[src/rtl/riscv_mem_pkg.sv]
// Shared definitions for the RV32I memory-stage access engine.
// Provides XLEN, funct3 encodings for loads/stores, the access FSM state
// type and the legality check applied to an incoming load/store.
package riscv_mem_pkg;

  localparam int unsigned XLEN = 32;

  localparam logic [2:0] F3_LB  = 3'd0;
  localparam logic [2:0] F3_LH  = 3'd1;
  localparam logic [2:0] F3_LW  = 3'd2;
  localparam logic [2:0] F3_LBU = 3'd4;
  localparam logic [2:0] F3_LHU = 3'd5;
  localparam logic [2:0] F3_SB  = 3'd0;
  localparam logic [2:0] F3_SH  = 3'd1;
  localparam logic [2:0] F3_SW  = 3'd2;

  typedef enum logic [1:0] {
    IDLE = 2'd0,
    BUSY = 2'd1,
    DONE = 2'd2
  } mem_state_t;

  // True when a load/store cannot be issued: conflicting direction,
  // unsupported size/sign encoding, or an address not aligned to its size.
  function automatic logic access_illegal(input logic       rd,
                                          input logic       wr,
                                          input logic [2:0] f3,
                                          input logic [1:0] lo);
    logic bad;
    bad = rd & wr;
    if (rd && (f3 == 3'd3 || f3 == 3'd6 || f3 == 3'd7)) bad = 1'b1;
    if (wr && (f3 > F3_SW)) bad = 1'b1;
    if ((f3[1:0] == 2'b01) && lo[0]) bad = 1'b1;
    if ((f3[1:0] == 2'b10) && (lo != 2'b00)) bad = 1'b1;
    return bad;
  endfunction

endpackage

[src/rtl/mem_access_unit_load_formatter.sv]
// load_formatter: combinational load-data alignment and extension.
// Ports:
//   rdata   - raw 32-bit word returned by data memory
//   funct3  - load size/sign (LB/LH/LW/LBU/LHU)
//   addr_lo - byte offset within the word
//   data    - aligned, sign/zero-extended load result
module load_formatter
  import riscv_mem_pkg::*;
(
  input  logic [XLEN-1:0] rdata,
  input  logic [2:0]      funct3,
  input  logic [1:0]      addr_lo,
  output logic [XLEN-1:0] data
);

  logic [7:0]  byte_sel;
  logic [15:0] half_sel;

  always_comb begin
    byte_sel = rdata[7:0];
    case (addr_lo)
      2'd0: byte_sel = rdata[7:0];
      2'd1: byte_sel = rdata[15:8];
      2'd2: byte_sel = rdata[23:16];
      2'd3: byte_sel = rdata[31:24];
      default: byte_sel = rdata[7:0];
    endcase
    half_sel = addr_lo[1] ? rdata[31:16] : rdata[15:0];
  end

  always_comb begin
    data = rdata;
    case (funct3)
      F3_LB:   data = {{24{byte_sel[7]}}, byte_sel};
      F3_LH:   data = {{16{half_sel[15]}}, half_sel};
      F3_LW:   data = rdata;
      F3_LBU:  data = {24'd0, byte_sel};
      F3_LHU:  data = {16'd0, half_sel};
      default: data = rdata;
    endcase
  end

endmodule

[src/rtl/mem_access_unit.sv]
// mem_access_unit: memory-stage access engine of the 5-stage RV32I pipeline.
// Accepts the load/store in EX/MEM, latches the request (with forwarded store
// data if selected), runs one req/ack transaction on the data-memory port and
// stalls the pipeline until it completes.
// Ports:
//   clk, rst_n                 - clock, async active-low reset
//   ex_mem_*                   - instruction held in EX/MEM
//   fwd_a, mem_wb_wdata        - store-data forwarding select and value
//   dmem_req/we/addr/be/wdata  - data-memory request (held stable in BUSY)
//   dmem_ack, dmem_rdata       - completion and read word (same cycle)
//   mem_stall                  - freezes IF..MEM while the access is open
//   load_data, load_valid      - formatted load result and its 1-cycle strobe
//   misaligned_exc             - 1-cycle pulse on a misaligned/illegal access
module mem_access_unit
  import riscv_mem_pkg::*;
(
  input  logic            clk,
  input  logic            rst_n,
  input  logic            ex_mem_valid,
  input  logic            ex_mem_mem_read,
  input  logic            ex_mem_mem_write,
  input  logic [2:0]      ex_mem_funct3,
  input  logic [XLEN-1:0] ex_mem_alu_result,
  input  logic [XLEN-1:0] ex_mem_rs2_data,
  input  logic            fwd_a,
  input  logic [XLEN-1:0] mem_wb_wdata,
  output logic            dmem_req,
  output logic            dmem_we,
  output logic [XLEN-1:0] dmem_addr,
  output logic [3:0]      dmem_be,
  output logic [XLEN-1:0] dmem_wdata,
  input  logic            dmem_ack,
  input  logic [XLEN-1:0] dmem_rdata,
  output logic            mem_stall,
  output logic [XLEN-1:0] load_data,
  output logic            load_valid,
  output logic            misaligned_exc
);

  mem_state_t state, state_next;

  logic            access;
  logic            illegal;
  logic            accept;
  logic [1:0]      addr_lo;
  logic [XLEN-1:0] store_src;
  logic [3:0]      be_next;
  logic [XLEN-1:0] wdata_next;
  logic [XLEN-1:0] fmt_data;

  logic            load_q;
  logic [2:0]      funct3_q;
  logic [1:0]      addr_lo_q;
  logic [XLEN-1:0] load_data_q;

  assign addr_lo = ex_mem_alu_result[1:0];
  assign access  = ex_mem_valid & (ex_mem_mem_read | ex_mem_mem_write);
  assign illegal = access & access_illegal(ex_mem_mem_read, ex_mem_mem_write,
                                           ex_mem_funct3, addr_lo);
  assign accept  = (state == IDLE) & access & ~illegal;

  // MEM/WB is bubbled once we stall, so the forwarded value exists only in
  // the accept cycle and must be captured then.
  assign store_src = fwd_a ? mem_wb_wdata : ex_mem_rs2_data;

  always_comb begin
    be_next    = '1;
    wdata_next = '0;
    if (ex_mem_mem_write) begin
      case (ex_mem_funct3)
        F3_SB: begin
          be_next    = 4'b0001 << addr_lo;
          wdata_next = {4{store_src[7:0]}};
        end
        F3_SH: begin
          be_next    = addr_lo[1] ? 4'b1100 : 4'b0011;
          wdata_next = {2{store_src[15:0]}};
        end
        default: begin
          be_next    = '1;
          wdata_next = store_src;
        end
      endcase
    end
  end

  always_ff @(posedge clk or negedge rst_n) begin
    if (!rst_n) state <= IDLE;
    else        state <= state_next;
  end

  always_comb begin
    state_next = state;
    case (state)
      IDLE:    if (accept)   state_next = BUSY;
      BUSY:    if (dmem_ack) state_next = DONE;
      DONE:    state_next = IDLE;
      default: state_next = IDLE;
    endcase
  end

  always_ff @(posedge clk or negedge rst_n) begin
    if (!rst_n) begin
      dmem_we     <= 1'b0;
      dmem_addr   <= '0;
      dmem_be     <= '0;
      dmem_wdata  <= '0;
      load_q      <= 1'b0;
      funct3_q    <= '0;
      addr_lo_q   <= '0;
      load_data_q <= '0;
    end else begin
      if (accept) begin
        dmem_we    <= ex_mem_mem_write;
        dmem_addr  <= {ex_mem_alu_result[XLEN-1:2], 2'b00};
        dmem_be    <= be_next;
        dmem_wdata <= wdata_next;
        load_q     <= ex_mem_mem_read;
        funct3_q   <= ex_mem_funct3;
        addr_lo_q  <= addr_lo;
      end
      if ((state == BUSY) && dmem_ack && load_q) load_data_q <= fmt_data;
    end
  end

  load_formatter u_fmt (
    .rdata   (dmem_rdata),
    .funct3  (funct3_q),
    .addr_lo (addr_lo_q),
    .data    (fmt_data)
  );

  // Decoded from state so an async reset drops the request immediately.
  assign dmem_req       = (state == BUSY);
  assign mem_stall      = accept | (state == BUSY);
  assign load_valid     = (state == DONE) & load_q;
  assign misaligned_exc = (state == IDLE) & illegal;
  assign load_data      = load_data_q;

endmodule

[config.mk]
export PLATFORM = sky130hd
export DESIGN_NAME = mem_access_unit
export DESIGN_NICKNAME = d
export VERILOG_FILES = /design/src/rtl/riscv_mem_pkg.sv /design/src/rtl/mem_access_unit_load_formatter.sv /design/src/rtl/mem_access_unit.sv
export SDC_FILE = /design/constraint.sdc
export NUM_CORES = 1
export LEC_CHECK = 0
export CORE_MARGIN = 4
export CORE_UTILIZATION = 43
export CTS_CLUSTER_SIZE = 12
export DETAILED_ROUTE_END_ITERATION = 6
export PLACE_DENSITY = 0.81
export SLEW_MARGIN = 20
export SYNTH_ARGS = -nofsm -noshare
export SYNTH_HDL_FRONTEND = slang
export SYNTH_SLANG_ARGS = --single-unit
[constraint.sdc]
create_clock -name clk -period 2.1 [get_ports clk]
set_input_delay 0.315 -clock clk [delete_from_list [all_inputs] [get_ports clk]]
set_output_delay 0.315 -clock clk [all_outputs]
set_load 0.005 [all_outputs]
==> results.yml <==
power:
  seq_power_share_pct: 38.3
  power.density_nw_per_um2: 932
  p_leak_uw: 0.00399
  power_switching_uw: 2340
  peakVddDrop_v: 0.000450
  p_int_uw: 5950
  p_total_uw: 8280
  switching_share_pct: 28.2
  clkPwrFrac_pct: 22.4
  combPwrFrac_pct: 39.3
die:
  chipHeight_um: 124
  die_w_um: 124
  coreArea_um2: 13200
  start_util_pct: 43.8
  die-area_um2: 15400
  rows: 42
  io_pins: 243
cells_and_area:
  final_cells: 977
  drive_gt1_share_pct: 17.1
  nets: 932
  area_delta_synth_final_pct: 53.1
sta:
  setup_viol: 0
  fin_crit_ps: 1980
  worst_hold_slack_ps: 492
  slew_headroom_pct: 61.4
  finalHoldViolations: 0
  fin_skew_ps: 6.83
  final_max_slew_viol_count: 0
  max_freq_mhz: 506
  post-route-period-util_pct: 94.1
  grt_setup_unrepaired: "no"
  worst_pin_slew_ps: 578
worst_setup_path:
  regToRegSetupSlack_ps: 330
  crit_end: "misaligned_exc"
  slowest_delay_ps: 420
  timing.rr.end: "dmem_addr[28]"
  critPathCaptureType: "primary output"
  arrival_ps: 1660
  crit_start: "state[1]"
  crit_chain: "nor3b_2 -> buf_4 -> buf_4 -> o31ai_1 -> nor2_1 -> dlygate4sd2_1"
  critical_path_required_ps: 1780
  critPathMaxFanout: 5
  crit_type: "reg -> out"
  start_kind: "flip-flop"
  slowest_stage: "dfrtp_1"
  cpMostUsedCell: "buf_4"
  r2r_cells: 6
  reg2reg_from: "state[1]"
yosys:
  avgSynthCellArea_um2: 10.7
  synth_warnings: 0
  synth-seq-cells: 107
  syn_inst: 542
  syn_area_um2: 5800
  ys.flop_type: "dfrtp_1"
  netlist.area_leader.share_pct: 46.1
  yosysTopAreaCell: "dfrtp_1"
  synth_edf_count: 0
  synthTopCellsByArea: "dfrtp_1, mux2_4, nand2_1"
  postSynth.asyncResetShare_pct: 100
  yosysSeqAreaShare_pct: 46.1
  synthDistinctLibCells: 47
global_route:
  grt_start_max_net_pins: 49
  grt_pass1_vias: 5322
  antenna_found_initial: 2
  grt_overflow: 0
  grt_pass1_wl_um: 26800
  grt_usage_pct: 22.4
clocking:
  numCtsBuffers: 9
  clockBufferDepth: 2
  clock_sinks: 107
  h-tree-depth: 3
  cts_tree: "yes"
  cts.reportedPaths.clkPinSlew_ps: 70
  clock_latency_ps: 340
  cts_root_buf: "clkbuf_16"
detailed_routing:
  drt-met1-wl_um: 6890
  antenna_left: 0
  drt-total-wl_um: 17600
  post_drt_wl_per_cell_um: 18.0
  dr_wl_met2_um: 8650
  drt_first_pass_iters: 5
  wl_met3_um: 1660
  drtIter0Drc: 359
  vias: 5064
  post_drt_via_cell_ratio: 5.18
  top_layer: "met4"
  drc: 0
outcome:
  status: "finished, final reports clean"
worst_hold_path:
  hold_class: "reg -> reg"
placement:
  portBuffers: 240
  place_congestion: 0.867
  dp_hpwl_um: 13700
  place_inst: 957
flow_run:
  drv_cap: 0
registers in the layout, summed over array words and instances, names as in the netlist:
name	cells
state	2
dmem_be	4
dmem_addr	30
dmem_we	1
load_data	32
addr_lo_q	2
load_q	1
funct3_q	3
dmem_wdata	32
cell type report:
| cell class | count | area [um2] |
|---|---|---|
| multi-input cells | 383 | 2820 |
| fillers | 1033 | 4360 |
| repair buffers | 283 | 2800 |
| diodes | 2 | 5.00 |
| clock buffers | 11 | 243 |
| clock inverters | 5 | 83.8 |
| well taps | 176 | 220 |
| flip-flops and latches | 107 | 2680 |
| inverters | 10 | 37.5 |
power groups by stage:
stage	clock network, uW	registers [uW]	logic [uW]
6_report	1860	3170	3250
5_1_grt	1990	3250	3540
3_3_place_gp	0	3170	3200
4_1_cts	1900	3180	3290
2_1_floorplan	0	3130	1340
3_5_place_dp	0	3190	3280
cell families (layout without fill, tap and decap cells):
logic type | Yosys count | after routing | share of synthesized area [%]
simple gates | 202 | 202 | 17.0
compound gates | 84 | 84 | 9.70
mux | 95 | 95 | 21.5
other cells | 1 | 4 | 0.0646
buf+inv | 53 | 309 | 5.60
flops | 107 | 107 | 46.1
worst min path at each step:
stage	slack [ps]	startpoint	endpoint	cells after the start
finish	490	dmem_wdata[29]	dmem_wdata[29]	1
global route	520	dmem_wdata[28]	dmem_wdata[28]	1
CTS	500	load_data[26]	load_data[26]	2
detailed placement	350	rst_n	dmem_addr[24]	1
global placement	330	rst_n	dmem_addr[24]	1
floorplan	20	rst_n	addr_lo_q[0]	0
cell usage in the layout (no fill, tap or decap), types with 2 or more instances in the layout:
cell,n
clkdlybuf4s50_1,230
o21ai_0,12
and3_1,16
buf_12,7
a21oi_1,28
nor2_1,12
mux2i_1,33
o221a_2,7
dlygate4sd2_1,7
dfrtp_1,107
nand2b_1,20
nor3b_2,2
nor2b_1,12
mux2_4,55
bufinv_16,2
clkbuf_16,9
a41oi_1,3
conb_1,2
inv_1,10
o2bb2ai_1,8
nand2_1,89
clkinvlp_4,2
mux2_2,6
nand3_1,34
buf_4,36
nor3_1,8
diode_2,2
a31oi_1,15
Yosys cell counts (2+ instances only):
cell / n
o2bb2ai_1: 8
nor2_1: 13
a21oi_1: 29
clkbuf_1: 26
a31oi_1: 15
nand3_1: 34
o221a_2: 7
dfrtp_1: 107
mux2i_1: 33
buf_4: 2
buf_2: 6
o21ai_0: 12
a41oi_1: 3
and3_1: 16
buf_8: 2
mux2_2: 6
nand2_1: 89
nand2b_1: 20
nor3_1: 8
inv_1: 10
nor2b_1: 12
mux2_4: 55
buf_12: 5
metal layers:
metal | track usage [%] | vias up
li1 | - | 2403
met1 | 26.6 | 2367
met2 | 38.7 | 265
met3 | 7.58 | 29
met4 | 6.64 | 0
met5 | 0 | -
critical path: cells and delay by family (launching register included):
| kind | cells | cell delay (ps) |
|---|---|---|
| flip-flops | 1 | 420 |
| AO/OA/AOI/OAI | 1 | 60 |
| AND/OR/NAND/NOR | 2 | 310 |
| buffers and inverters | 3 | 530 |
per-stage QoR:
stage | area [um2] | util [%] | setup TNS [ps] | setup WS [ps]
6_report | 8880 | 67.1 | 0 | 124
5_1_grt | 8880 | 67.1 | 0 | 9.20
2_1_floorplan | 5810 | - | 0 | 323
3_3_place_gp | 8530 | 64.4 | -13720 | -288
4_1_cts | 8870 | 67.0 | -74.3 | -74.3
3_5_place_dp | 8530 | 64.4 | -17430 | -321
repair_timing:
item                                    in CTS  in global routing
gates resized for setup                      9                  1
endpoints found under the setup margin       2                  1
pin swaps                                    1                  3
hold endpoints to repair                    41                  0
hold buffers                                 1                  0
buffers inserted                             0                  1
No activity file was read; power rests on OpenSTA's default activity.
